$ cat src/rtl/apb_pkg.sv
// rtl/apb_pkg.sv - shared states, register map and widths for the APB master
package apb_pkg;

    localparam int DATA_W = 32;
    localparam int ADDR_W = 5;

    localparam logic [ADDR_W-1:0] ADDR_A      = 5'd0;
    localparam logic [ADDR_W-1:0] ADDR_B      = 5'd4;
    localparam logic [ADDR_W-1:0] ADDR_RESULT = 5'd8;
    localparam logic [ADDR_W-1:0] ADDR_CMD    = 5'd12;
    localparam logic [ADDR_W-1:0] ADDR_EN     = 5'd16;
    localparam logic [ADDR_W-1:0] ADDR_MAX    = 5'd16;

    typedef enum logic [1:0] {
        IDLE,
        SETUP,
        ACCESS,
        RESP
    } apb_state_e;

    // Word-aligned and inside the register map
    function automatic logic addr_legal(input logic [ADDR_W-1:0] addr);
        return (addr[1:0] == 2'b00) && (addr <= ADDR_MAX);
    endfunction

endpackage

$ cat src/rtl/apb_master.sv
// rtl/apb_master.sv - single-outstanding APB master fed by a valid/ready request port
// Optional ACCESS-phase timeout is enabled by defining APB_MASTER_TIMEOUT_EN.
module apb_master
    import apb_pkg::*;
#(
    parameter int TIMEOUT_CYCLES = 16
) (
    input  logic              pclk,
    input  logic              presetn,
    input  logic              req_valid,
    output logic              req_ready,
    input  logic              req_write,
    input  logic [ADDR_W-1:0] req_addr,
    input  logic [DATA_W-1:0] req_wdata,
    output logic              rsp_valid,
    input  logic              rsp_ready,
    output logic [DATA_W-1:0] rsp_rdata,
    output logic              rsp_err,
    output logic              psel,
    output logic              penable,
    output logic              pwrite,
    output logic [ADDR_W-1:0] paddr,
    output logic [DATA_W-1:0] pwdata,
    input  logic [DATA_W-1:0] prdata,
    input  logic              pready
);

    // A bound below one ACCESS cycle is meaningless; nothing is built for it
    if (TIMEOUT_CYCLES < 1) begin : g_timeout_cycles_invalid
    end

`ifdef APB_MASTER_TIMEOUT_EN
    localparam int CNT_W = (TIMEOUT_CYCLES > 1) ? $clog2(TIMEOUT_CYCLES) : 1;
    localparam logic [CNT_W-1:0] CNT_MAX = CNT_W'(TIMEOUT_CYCLES - 1);
    logic [CNT_W-1:0] wait_cnt_q;
`endif

    apb_state_e        state_q;
    logic              psel_q;
    logic              penable_q;
    logic              pwrite_q;
    logic [ADDR_W-1:0] paddr_q;
    logic [DATA_W-1:0] pwdata_q;
    logic              rsp_valid_q;
    logic [DATA_W-1:0] rsp_rdata_q;
    logic              rsp_err_q;

    always_ff @(posedge pclk or negedge presetn) begin
        if (!presetn) begin
            state_q     <= IDLE;
            psel_q      <= 1'b0;
            penable_q   <= 1'b0;
            pwrite_q    <= 1'b0;
            paddr_q     <= '0;
            pwdata_q    <= '0;
            rsp_valid_q <= 1'b0;
            rsp_rdata_q <= '0;
            rsp_err_q   <= 1'b0;
`ifdef APB_MASTER_TIMEOUT_EN
            wait_cnt_q  <= '0;
`endif
        end else begin
            case (state_q)
                IDLE: begin
                    if (req_valid) begin
                        paddr_q  <= req_addr;
                        pwrite_q <= req_write;
                        pwdata_q <= req_wdata;
                        if (addr_legal(req_addr)) begin
                            psel_q  <= 1'b1;
                            state_q <= SETUP;
                        end else begin
                            // Decode error is answered locally; the bus never sees it
                            rsp_valid_q <= 1'b1;
                            rsp_err_q   <= 1'b1;
                            rsp_rdata_q <= '0;
                            state_q     <= RESP;
                        end
                    end
                end
                SETUP: begin
                    penable_q  <= 1'b1;
                    state_q    <= ACCESS;
`ifdef APB_MASTER_TIMEOUT_EN
                    wait_cnt_q <= '0;
`endif
                end
                ACCESS: begin
                    if (pready) begin
                        psel_q      <= 1'b0;
                        penable_q   <= 1'b0;
                        rsp_valid_q <= 1'b1;
                        rsp_err_q   <= 1'b0;
                        rsp_rdata_q <= pwrite_q ? '0 : prdata;
                        state_q     <= RESP;
                    end
`ifdef APB_MASTER_TIMEOUT_EN
                    else if (wait_cnt_q == CNT_MAX) begin
                        psel_q      <= 1'b0;
                        penable_q   <= 1'b0;
                        rsp_valid_q <= 1'b1;
                        rsp_err_q   <= 1'b1;
                        rsp_rdata_q <= '0;
                        state_q     <= RESP;
                    end else begin
                        wait_cnt_q <= wait_cnt_q + CNT_W'(1);
                    end
`endif
                end
                RESP: begin
                    if (rsp_ready) begin
                        rsp_valid_q <= 1'b0;
                        state_q     <= IDLE;
                    end
                end
                default: state_q <= IDLE;
            endcase
        end
    end

    // Gated by presetn so nothing can be accepted while reset is held
    assign req_ready = presetn && (state_q == IDLE);
    assign psel      = psel_q;
    assign penable   = penable_q;
    assign pwrite    = pwrite_q;
    assign paddr     = paddr_q;
    assign pwdata    = pwdata_q;
    assign rsp_valid = rsp_valid_q;
    assign rsp_rdata = rsp_rdata_q;
    assign rsp_err   = rsp_err_q;

endmodule

$ cat config.mk
export PLATFORM = sky130hd
export DESIGN_NAME = apb_master
export DESIGN_NICKNAME = d
export VERILOG_FILES = /design/src/rtl/apb_pkg.sv /design/src/rtl/apb_master.sv
export SDC_FILE = /design/constraint.sdc
export NUM_CORES = 1
export LEC_CHECK = 0
export CAP_MARGIN = 10
export CORE_ASPECT_RATIO = 0.8
export CORE_MARGIN = 2
export CORE_UTILIZATION = 35
export CTS_CLUSTER_DIAMETER = 40
export DETAILED_ROUTE_END_ITERATION = 12
export PLACE_DENSITY = 0.7
export SYNTH_ARGS = -nofsm -noshare
export SYNTH_HDL_FRONTEND = slang
export SYNTH_SLANG_ARGS = --single-unit
export TNS_END_PERCENT = 100
$ cat constraint.sdc
create_clock -name pclk -period 4.7 [get_ports pclk]
set_input_delay 0.94 -clock pclk [delete_from_list [all_inputs] [get_ports pclk]]
set_output_delay 0.94 -clock pclk [all_outputs]
set_load 0.05 [all_outputs]
==> flow_metrics.py, run 1 <==
metrics = {
    "status": {
        "status": "completed",
    },
    "global_route": {
        "maximum_number_of_pins_on_one_net_before_global_route_repair": 77,
        "gr-total-overflow": 0,
        "global_route_wire_length_before_repair_um": 12260,
        "grt_util_all_layers_pct": 14.93,
        "initial_antenna_violation_count": 0,
        "via_count_of_the_first_global_routing_pass": 2530,
    },
    "worst_setup_path": {
        "crit_path_cell_trace": "inv_1, ha_1, and2_2, clkdlybuf4s50_1",
        "cpLargestDelayFamily": "buffers and inverters",
        "rr_worst_depth": 6,
        "worst-path-buf-inv": 2,
        "path_class": "flop to primary output",
        "crit-reg2reg-capture": "rsp_err",
        "setup.worst_path.start_class": "flop",
        "regToRegStartpoint": "state_q[0]",
        "critPathSlowestCell": "sky130_fd_sc_hd__clkdlybuf4s50_1",
        "required_ns": 3.76,
        "cp_slowest_stage_delay_ns": 0.81,
        "critical_path.endpoint_type": "primary output",
        "critical_path.max_fanout": 7,
        "ff2ff_setup_slack_ns": 2.24,
        "arrival_ns": 2.20,
    },
    "placed_design": {
        "place_congestion": 0.7487,
        "place.detailed.hpwl_um": 5317,
        "io_buffers": 149,
        "placed_area_sq_um": 4797,
    },
    "worst_hold_path": {
        "hold_path_depth": 1,
        "hold_path.startpoint": "pwdata[28]",
        "min_delay_worst_endpoint": "pwdata[28]",
        "hold_class": "flop to flop",
    },
    "power": {
        "power.internal_uw": 2357,
        "power.net_switching_uw": 1925,
        "seqPwrFrac_pct": 25.6,
        "power.combinational.fraction_pct": 57.2,
        "power.leakage_uw": 0.002295,
        "share_clk_of_total_power_pct": 17.2,
        "power.share.switching_pct": 44.96,
        "cellPowerDensity_nw_per_um2": 833.6,
        "ir_drop_uv": 493.6,
    },
    "sta": {
        "slew-limit-headroom_pct": 35.47,
        "setup-violations-final": 0,
        "finalCritPeriodShare_pct": 66.79,
        "grt_setup_unrepaired": "false",
        "max_clock_freq_mhz": 318.6,
        "final_critical_path_time_including_i_o_delays_and_setup_ns": 3.139,
        "finalSetupTns_ns": 0,
        "finClkSkew_ns": 0.006829,
        "final_max_slew_viol_count": 0,
        "worst_pin_slew_ns": 0.9680,
        "timing_hold_violations_final": 0,
    },
    "job": {
        "maxCapViolCount": 0,
    },
    "synthesis": {
        "post_synth_instance_area_sq_um": 3274,
        "yosysSeqAreaShare_pct": 58.08,
        "synth.net_count": 335,
        "syn_inst": 255,
        "postSynthAreaPerCell_sq_um": 12.84,
        "synth_edf_count": 0,
        "ys_warn_count": 0,
        "synth-async-reset-ratio_pct": 100.0,
        "synth.ff_latch_count": 76,
        "synth_ff_type": "sky130_fd_sc_hd__dfrtp_1",
        "post_synth_num_cell_types": 25,
    },
    "floorplan": {
        "die_x_um": 112.1,
        "floorplan.core_area_sq_um": 9076,
        "design.die.area_sq_um": 10150,
        "floorplan.die.height_um": 90.51,
        "floorplan.initialDensity_pct": 36.08,
        "std_cell_rows": 31,
        "i_o_pin_count": 150,
    },
    "layout": {
        "design_area_sq_um": 5137,
        "drive_gt1_share_pct": 16.79,
        "filler_cell_count": 785,
        "final_nets": 487,
        "layout.cells.most_common": "sky130_fd_sc_hd__clkdlybuf4s50_1",
        "area.growth.synth_to_final_pct": 56.90,
        "diodes": 0,
        "layout.cells.most_common_list": "sky130_fd_sc_hd__clkdlybuf4s50_1, sky130_fd_sc_hd__dfrtp_1, sky130_fd_sc_hd__mux2_2",
    },
    "clock_tree": {
        "cts_inserted_buffers": 9,
        "post_cts_buffers": 0,
        "h_tree_depth": 3,
        "clk_pin_slew_ns": 0.06,
        "cts_root_buffer": "sky130_fd_sc_hd__clkbuf_16",
        "tritoncts": "built",
        "clk-insertion-delay-late_ns": 0.32,
        "clkSinkCount": 76,
        "post_cts_resized": 0,
        "ctsHoldBuffers": 0,
        "max-clock-path-buffers": 2,
    },
    "routing": {
        "vias": 2345,
        "drt_iter0_drc": 91,
        "firstDrtPassIters": 4,
        "postRouteWirelength_um": 7322,
        "wl_per_cell_um": 13.92,
        "ant_nets": 0,
        "detail_route.drc_violations": 0,
        "ratio_of_routed_vias_to_standard_cells": 4.458,
    },
}
kinds of logic after synthesis:
group	Yosys count	synth area share (%)
compound gates	7	1.834
fa+ha+maj	5	1.911
buf+inv	49	8.330
flops	76	58.08
mux	75	24.49
simple gates	43	5.350
power groups by stage:
stage          clock network [uW]  logic (uW)  registers, uW
2_1_floorplan                   0         793           2070
3_3_place_gp                    0        2430           1100
3_5_place_dp                    0        2460           1110
4_1_cts                       759        2470           1100
5_1_grt                       787        2580           1130
6_report                      738        2450           1100
metal layers:
layer	track usage (%)	part of all wire, %
met5	0	0
met4	4.573	1.0
met3	5.705	7.3
met2	23.49	46
met1	19.16	45
cell type report:
| class | instances | area [sq um] | area share (%) |
|---|---|---|---|
| clock buffers | 11 | 252.7 | 4.920 |
| flip-flops and latches | 76 | 1902 | 37.02 |
| inverters | 38 | 143.9 | 2.801 |
| multi-input cells | 130 | 1104 | 21.48 |
| repair buffers | 152 | 1519 | 29.57 |
| clock inverters | 4 | 72.57 | 1.413 |
| well taps | 115 | 143.9 | 2.801 |
how the worst max path moves through the flow:
stage / startpoint / to / slack [ns] / depth (start not counted)
after floorplan: presetn / req_ready / 2.54 / 1
after global placement: req_addr[2] / rsp_err / 1.60 / 5
after CTS: state_q[0] / req_ready / 1.52 / 4
final: state_q[0] / req_ready / 1.56 / 4
after detailed placement: req_addr[2] / rsp_err / 1.57 / 5
after global routing: state_q[0] / req_ready / 1.44 / 4
flip-flops by register name, indices dropped and copies added (netlist names):
register and count:
psel 1, rsp_valid 1, pwrite 1, penable 1, rsp_err 1, pwdata 32
state_q 2, rsp_rdata 32, paddr 5
cell usage after synthesis, types with 2 or more instances:
cell type | number | area, sq um
sky130_fd_sc_hd__inv_1 | 36 | 135.1
sky130_fd_sc_hd__buf_12 | 3 | 60.06
sky130_fd_sc_hd__mux2i_1 | 34 | 340.3
sky130_fd_sc_hd__ha_1 | 5 | 62.56
sky130_fd_sc_hd__dfrtp_1 | 76 | 1902
sky130_fd_sc_hd__buf_2 | 4 | 20.02
sky130_fd_sc_hd__nand2_1 | 33 | 123.9
sky130_fd_sc_hd__nor2_1 | 6 | 22.52
sky130_fd_sc_hd__dlymetal6s2s_1 | 2 | 25.02
sky130_fd_sc_hd__mux2_2 | 41 | 461.7
stage by stage:
step,hold WS (ns),worst slack [ns],std cells,util (%),power [uW]
3_5_place_dp,0.4913,1.569,510,52.85,3568
6_report,0.5018,1.561,526,56.60,4283
4_1_cts,0.5043,1.521,525,56.44,4324
2_1_floorplan,0.5340,2.536,255,-,2867
3_3_place_gp,0.4869,1.601,510,52.85,3524
5_1_grt,0.5157,1.445,526,56.60,4499
Note: power is estimated with default switching activity, not from simulation.
==> run 2: changes to the inputs <==
PLACE_DENSITY = 0.72   (was 0.7)
clock period = 2.7 ns   (was 4.7 ns; I/O delays follow)
==> flow_metrics.py, run 2 (synthesis results as in run 1) <==
metrics = {
    "status": {
        "status": "completed",
    },
    "floorplan": {
        "i_o_pin_count": 150,
        "design.die.area_sq_um": 10150,
        "floorplan.initialDensity_pct": 36.08,
        "die_x_um": 112.1,
        "floorplan.core_area_sq_um": 9076,
        "floorplan.die.height_um": 90.51,
        "std_cell_rows": 31,
    },
    "sta": {
        "timing_hold_violations_final": 0,
        "worst_pin_slew_ns": 0.9684,
        "post-route-worst-setup-slack_ns": 0.6403,
        "setup-violations-final": 0,
        "finalSetupTns_ns": 0,
        "final_critical_path_time_including_i_o_delays_and_setup_ns": 2.060,
        "finalCritPeriodShare_pct": 76.28,
        "grt_setup_unrepaired": "false",
        "slew-limit-headroom_pct": 35.44,
        "max_clock_freq_mhz": 485.5,
        "finClkSkew_ns": 0.008389,
        "final_max_slew_viol_count": 0,
    },
    "placed_design": {
        "place.detailed.hpwl_um": 5800,
        "placed_instance_count": 512,
        "dp_slack_ns": 0.3150,
        "place_congestion": 0.7401,
        "io_buffers": 149,
        "placed_area_sq_um": 4847,
    },
    "routing": {
        "postRouteWirelength_um": 7789,
        "ratio_of_routed_vias_to_standard_cells": 4.492,
        "vias": 2372,
        "firstDrtPassIters": 3,
        "drt_iter0_drc": 70,
        "wl_per_cell_um": 14.75,
        "detail_route.drc_violations": 0,
        "ant_nets": 0,
    },
    "layout": {
        "final_nets": 488,
        "diodes": 0,
        "layout.cells.most_common": "sky130_fd_sc_hd__clkdlybuf4s50_1",
        "design_area_sq_um": 5184,
        "drive_gt1_share_pct": 17.43,
        "layout.cells.most_common_list": "sky130_fd_sc_hd__clkdlybuf4s50_1, sky130_fd_sc_hd__dfrtp_1, sky130_fd_sc_hd__mux2_2",
        "area.growth.synth_to_final_pct": 58.31,
        "stdcell_count": 528,
    },
    "clock_tree": {
        "max-clock-path-buffers": 2,
        "ctsHoldBuffers": 0,
        "post_cts_buffers": 0,
        "post_cts_resized": 0,
        "cts_inserted_buffers": 9,
        "clk-insertion-delay-late_ns": 0.32,
        "clk_pin_slew_ns": 0.06,
        "cts_root_buffer": "sky130_fd_sc_hd__clkbuf_16",
        "clkSinkCount": 76,
        "h_tree_depth": 3,
        "tritoncts": "built",
    },
    "global_route": {
        "grt_util_met2_pct": 26.00,
        "gr-usage-met1_pct": 20.05,
        "maximum_number_of_pins_on_one_net_before_global_route_repair": 77,
        "grt_util_all_layers_pct": 15.88,
        "initial_antenna_violation_count": 0,
        "globalRoute.busiestLayer": "met2",
        "via_count_of_the_first_global_routing_pass": 2556,
        "gr-total-overflow": 0,
        "grtUsageMet3_pct": 5.168,
        "global_route_wire_length_before_repair_um": 12850,
    },
    "power": {
        "ir_drop_uv": 709.9,
        "cellPowerDensity_nw_per_um2": 1454,
        "power.leakage_uw": 0.002312,
    },
    "worst_setup_path": {
        "path_class": "flop to primary output",
        "required_ns": 2.16,
        "critical_path.max_fanout": 3,
        "arrival_ns": 1.52,
        "ff2ff_setup_slack_ns": 0.66,
        "critical_path.endpoint_type": "primary output",
        "setup.worst_path.start_class": "flop",
        "critPathSlowestCell": "sky130_fd_sc_hd__clkdlybuf4s50_1",
        "worst-path-buf-inv": 1,
        "crit_path_cell_trace": "clkdlybuf4s50_1",
        "cpLargestDelayFamily": "buffers and inverters",
        "cp_slowest_stage_delay_ns": 0.84,
    },
    "worst_hold_path": {
        "hold_class": "primary input to asynchronous set/reset pin",
    },
    "job": {
        "maxCapViolCount": 0,
    },
}
run 2: cell types whose count changed in the layout (fill, tap and decap cells not counted), sizes merged:
cell / change
buf: +2
clkdlybuf4s50: -1
clkinvlp: +1
run 2: worst paths after layout:
check	start	to	cells past startpoint
min reg2reg	rsp_err	rsp_err	1
max reg2reg	state_q[0]	rsp_rdata[13]	7
min in group pclk	rsp_err	rsp_err	1
max	pwrite	pwrite	1
max in group asynchronous	presetn	pwrite	2
min	presetn	rsp_rdata[19]	2
run 2: stage by stage:
step	hold slack, ns	total power, uW	utilization [%]
finish	0.4740	7536	57.11
global route	0.5206	7914	57.11
floorplan	0.2444	4990	-
detailed placement	0.4931	6286	53.41
CTS	0.5066	7632	57.11
global placement	0.4866	6195	53.41
run 2: area by class of cell:
type,instances,area [sq um]
clock inverters,5,83.83
clock buffers,11,252.7
well taps,115,143.9
multi-input cells,130,1104
fillers,791,3892
repair buffers,153,1554
flip-flops and latches,76,1902
inverters,38,143.9
run 2: layer usage:
metal  up-vias  share of wire (%)
met5         -                  0
met1      1152                 43
met4         0                1.4
met2        82                 49
li1       1127                  -
met3        11                6.4
run 2: where the power goes:
group | switching (uW) | internal, uW | total [uW]
sequential | 264 | 1650 | 1910
clock | 449 | 861 | 1310
combinational | 2670 | 1640 | 4310
total | 3380 | 4150 | 7540
==> run 3: changes to the inputs <==
PLACE_DENSITY = 0.7   (was 0.72)
clock period = 2 ns   (was 2.7 ns; I/O delays follow)
==> flow_metrics.py, run 3 (synthesis results as in run 1) <==
metrics = {
    "sta": {
        "worst_pin_slew_ns": 0.9735,
        "slew-limit-headroom_pct": 35.10,
        "final_critical_path_time_including_i_o_delays_and_setup_ns": 1.907,
        "finClkSkew_ns": 0.007395,
        "grt_setup_unrepaired": "false",
        "worst_hold_slack_ns": 0.2995,
        "max_clock_freq_mhz": 524.5,
        "setup-violations-final": 0,
        "final_max_slew_viol_count": 0,
        "finalCritPeriodShare_pct": 95.33,
        "timing_hold_violations_final": 0,
    },
    "routing": {
        "ratio_of_routed_vias_to_standard_cells": 4.426,
        "ant_nets": 0,
        "postRouteWirelength_um": 7577,
        "vias": 2350,
        "detail_route.drc_violations": 0,
        "drt_iter0_drc": 60,
        "wl_per_cell_um": 14.27,
        "firstDrtPassIters": 4,
    },
    "clock_tree": {
        "tritoncts": "built",
        "cts_inserted_buffers": 9,
        "max-clock-path-buffers": 2,
        "clk-insertion-delay-late_ns": 0.32,
        "h_tree_depth": 3,
        "clkSinkCount": 76,
        "cts_root_buffer": "sky130_fd_sc_hd__clkbuf_16",
        "ctsHoldBuffers": 0,
        "clk_pin_slew_ns": 0.06,
        "post_cts_buffers": 0,
    },
    "layout": {
        "regArea_sq_um": 1902,
        "design_area_sq_um": 5223,
        "layout.cells.most_common_list": "sky130_fd_sc_hd__clkdlybuf4s50_1, sky130_fd_sc_hd__dfrtp_1, sky130_fd_sc_hd__mux2_2",
        "area.growth.synth_to_final_pct": 59.50,
        "filler_cell_count": 777,
        "diodes": 0,
        "layout.cells.most_common": "sky130_fd_sc_hd__clkdlybuf4s50_1",
        "multi_input_comb_area_sq_um": 1114,
        "drive_gt1_share_pct": 18.51,
        "final_nets": 491,
    },
    "floorplan": {
        "i_o_pin_count": 150,
        "die_x_um": 112.1,
        "floorplan.initialDensity_pct": 36.08,
        "floorplan.core_area_sq_um": 9076,
        "std_cell_rows": 31,
        "design.die.area_sq_um": 10150,
        "floorplan.die.height_um": 90.51,
    },
    "placed_design": {
        "place.detailed.hpwl_um": 5395,
        "io_buffers": 149,
        "placed_area_sq_um": 4870,
        "place_congestion": 0.7840,
    },
    "job": {
        "maxCapViolCount": 0,
    },
    "power": {
        "share_clk_of_total_power_pct": 16.5,
        "power.leakage_uw": 0.002332,
        "cellPowerDensity_nw_per_um2": 1969,
        "power.share.switching_pct": 44.97,
        "power.net_switching_uw": 4625,
        "ir_drop_uv": 1088,
        "power.internal_uw": 5659,
        "power.combinational.fraction_pct": 58.5,
        "seqPwrFrac_pct": 25.0,
        "totalPowerFinal_uw": 10280,
    },
    "global_route": {
        "via_count_of_the_first_global_routing_pass": 2483,
        "gr-total-overflow": 0,
        "maximum_number_of_pins_on_one_net_before_global_route_repair": 77,
        "grt_util_all_layers_pct": 15.00,
        "global_route_wire_length_before_repair_um": 12140,
        "initial_antenna_violation_count": 0,
    },
    "worst_setup_path": {
        "arrival_ns": 1.51,
        "cp_slowest_stage_delay_ns": 0.81,
        "crit_path_cell_trace": "clkdlybuf4s50_1",
        "setup.worst_path.start_class": "flop",
        "critical_path.max_fanout": 3,
        "path_class": "flop to primary output",
        "critical_path.endpoint_type": "primary output",
        "cpLargestDelayFamily": "buffers and inverters",
        "worst-path-buf-inv": 1,
        "critPathSlowestCell": "sky130_fd_sc_hd__clkdlybuf4s50_1",
        "required_ns": 1.60,
        "cell_count_along_the_critical_path": 1,
        "rr_worst_depth": 7,
    },
    "worst_hold_path": {
        "hold_class": "primary input to asynchronous set/reset pin",
    },
    "status": {
        "status": "completed",
    },
}
[run 3: changes by cell type in the layout (fill, tap and decap cells not counted)]
cell,delta
sky130_fd_sc_hd__ha_2,+1
sky130_fd_sc_hd__clkdlybuf4s50_1,-2
sky130_fd_sc_hd__buf_4,+3
sky130_fd_sc_hd__buf_12,+1
sky130_fd_sc_hd__ha_1,-1
sky130_fd_sc_hd__a211o_2,-1
sky130_fd_sc_hd__clkbuf_16,+1
sky130_fd_sc_hd__clkinv_2,+1
sky130_fd_sc_hd__clkbuf_1,+1
sky130_fd_sc_hd__clkbuf_8,-2
sky130_fd_sc_hd__a211o_4,+1
[run 3: final cells by class]
class	instances	share of cell area, %
clock buffer	10	4.384
clock inverter	6	1.701
inverter	38	2.755
multi-input combinational	130	21.32
sequential	76	36.42
tap	115	2.755
timing repair buffer	156	30.67
[run 3: metrics by stage]
| step | std cells | worst slack (ns) | utilization [%] | TNS [ns] |
|---|---|---|---|---|
| after floorplan | 255 | 0.2926 | - | 0 |
| after global placement | 514 | -0.02648 | 53.65 | -0.02648 |
| after detailed placement | 514 | -0.07058 | 53.65 | -0.7927 |
| after CTS | 530 | 0.04777 | 57.15 | 0 |
| after global routing | 531 | 0.004533 | 57.54 | 0 |
| final | 531 | 0.09344 | 57.54 | 0 |
[run 3: worst reg2reg max path: cells and delay by family (launching register included)]
kind            cells  cell delay (ns)
buf+inv             3             0.36
compound gates      2             0.46
flops               1             0.40
mux                 1             0.23
fa+ha+maj           1             0.28
[run 3: worst paths after layout]
check | startpoint | end | slack (ns)
worst max-delay path | pwrite | pwrite | 0.09
worst max register to register | state_q[0] | rsp_rdata[3] | 0.19
worst min-delay path | presetn | rsp_rdata[14] | 0.30
min in group pclk | pwdata[31] | pwdata[31] | 0.50
worst min register to register | pwdata[31] | pwdata[31] | 0.50
max in group asynchronous | presetn | rsp_rdata[15] | 1.03
[run 3: per-layer routing]
layer | share of wire, % | GRT usage [%] | vias up
li1 | - | - | 1131
met1 | 45 | 18.94 | 1127
met2 | 46 | 23.80 | 85
met3 | 7.9 | 6.443 | 7
met4 | 1.1 | 3.862 | 0
met5 | 0 | 0 | -
[run 3: what timing repair did]
item | 4_1_cts | 5_1_grt
endpoints found under the hold margin | 0 | 0
setup endpoints to repair | 0 | 31
gates resized for setup | 0 | 2
[run 3: power groups by stage]
stage               clock network [uW]  logic, uW  registers (uW)
finish                            1700       6010            2570
global route                      1840       6310            2660
CTS                               1760       5960            2580
detailed placement                   0       5930            2600
global placement                     0       5870            2580
floorplan                            0       1860            4870
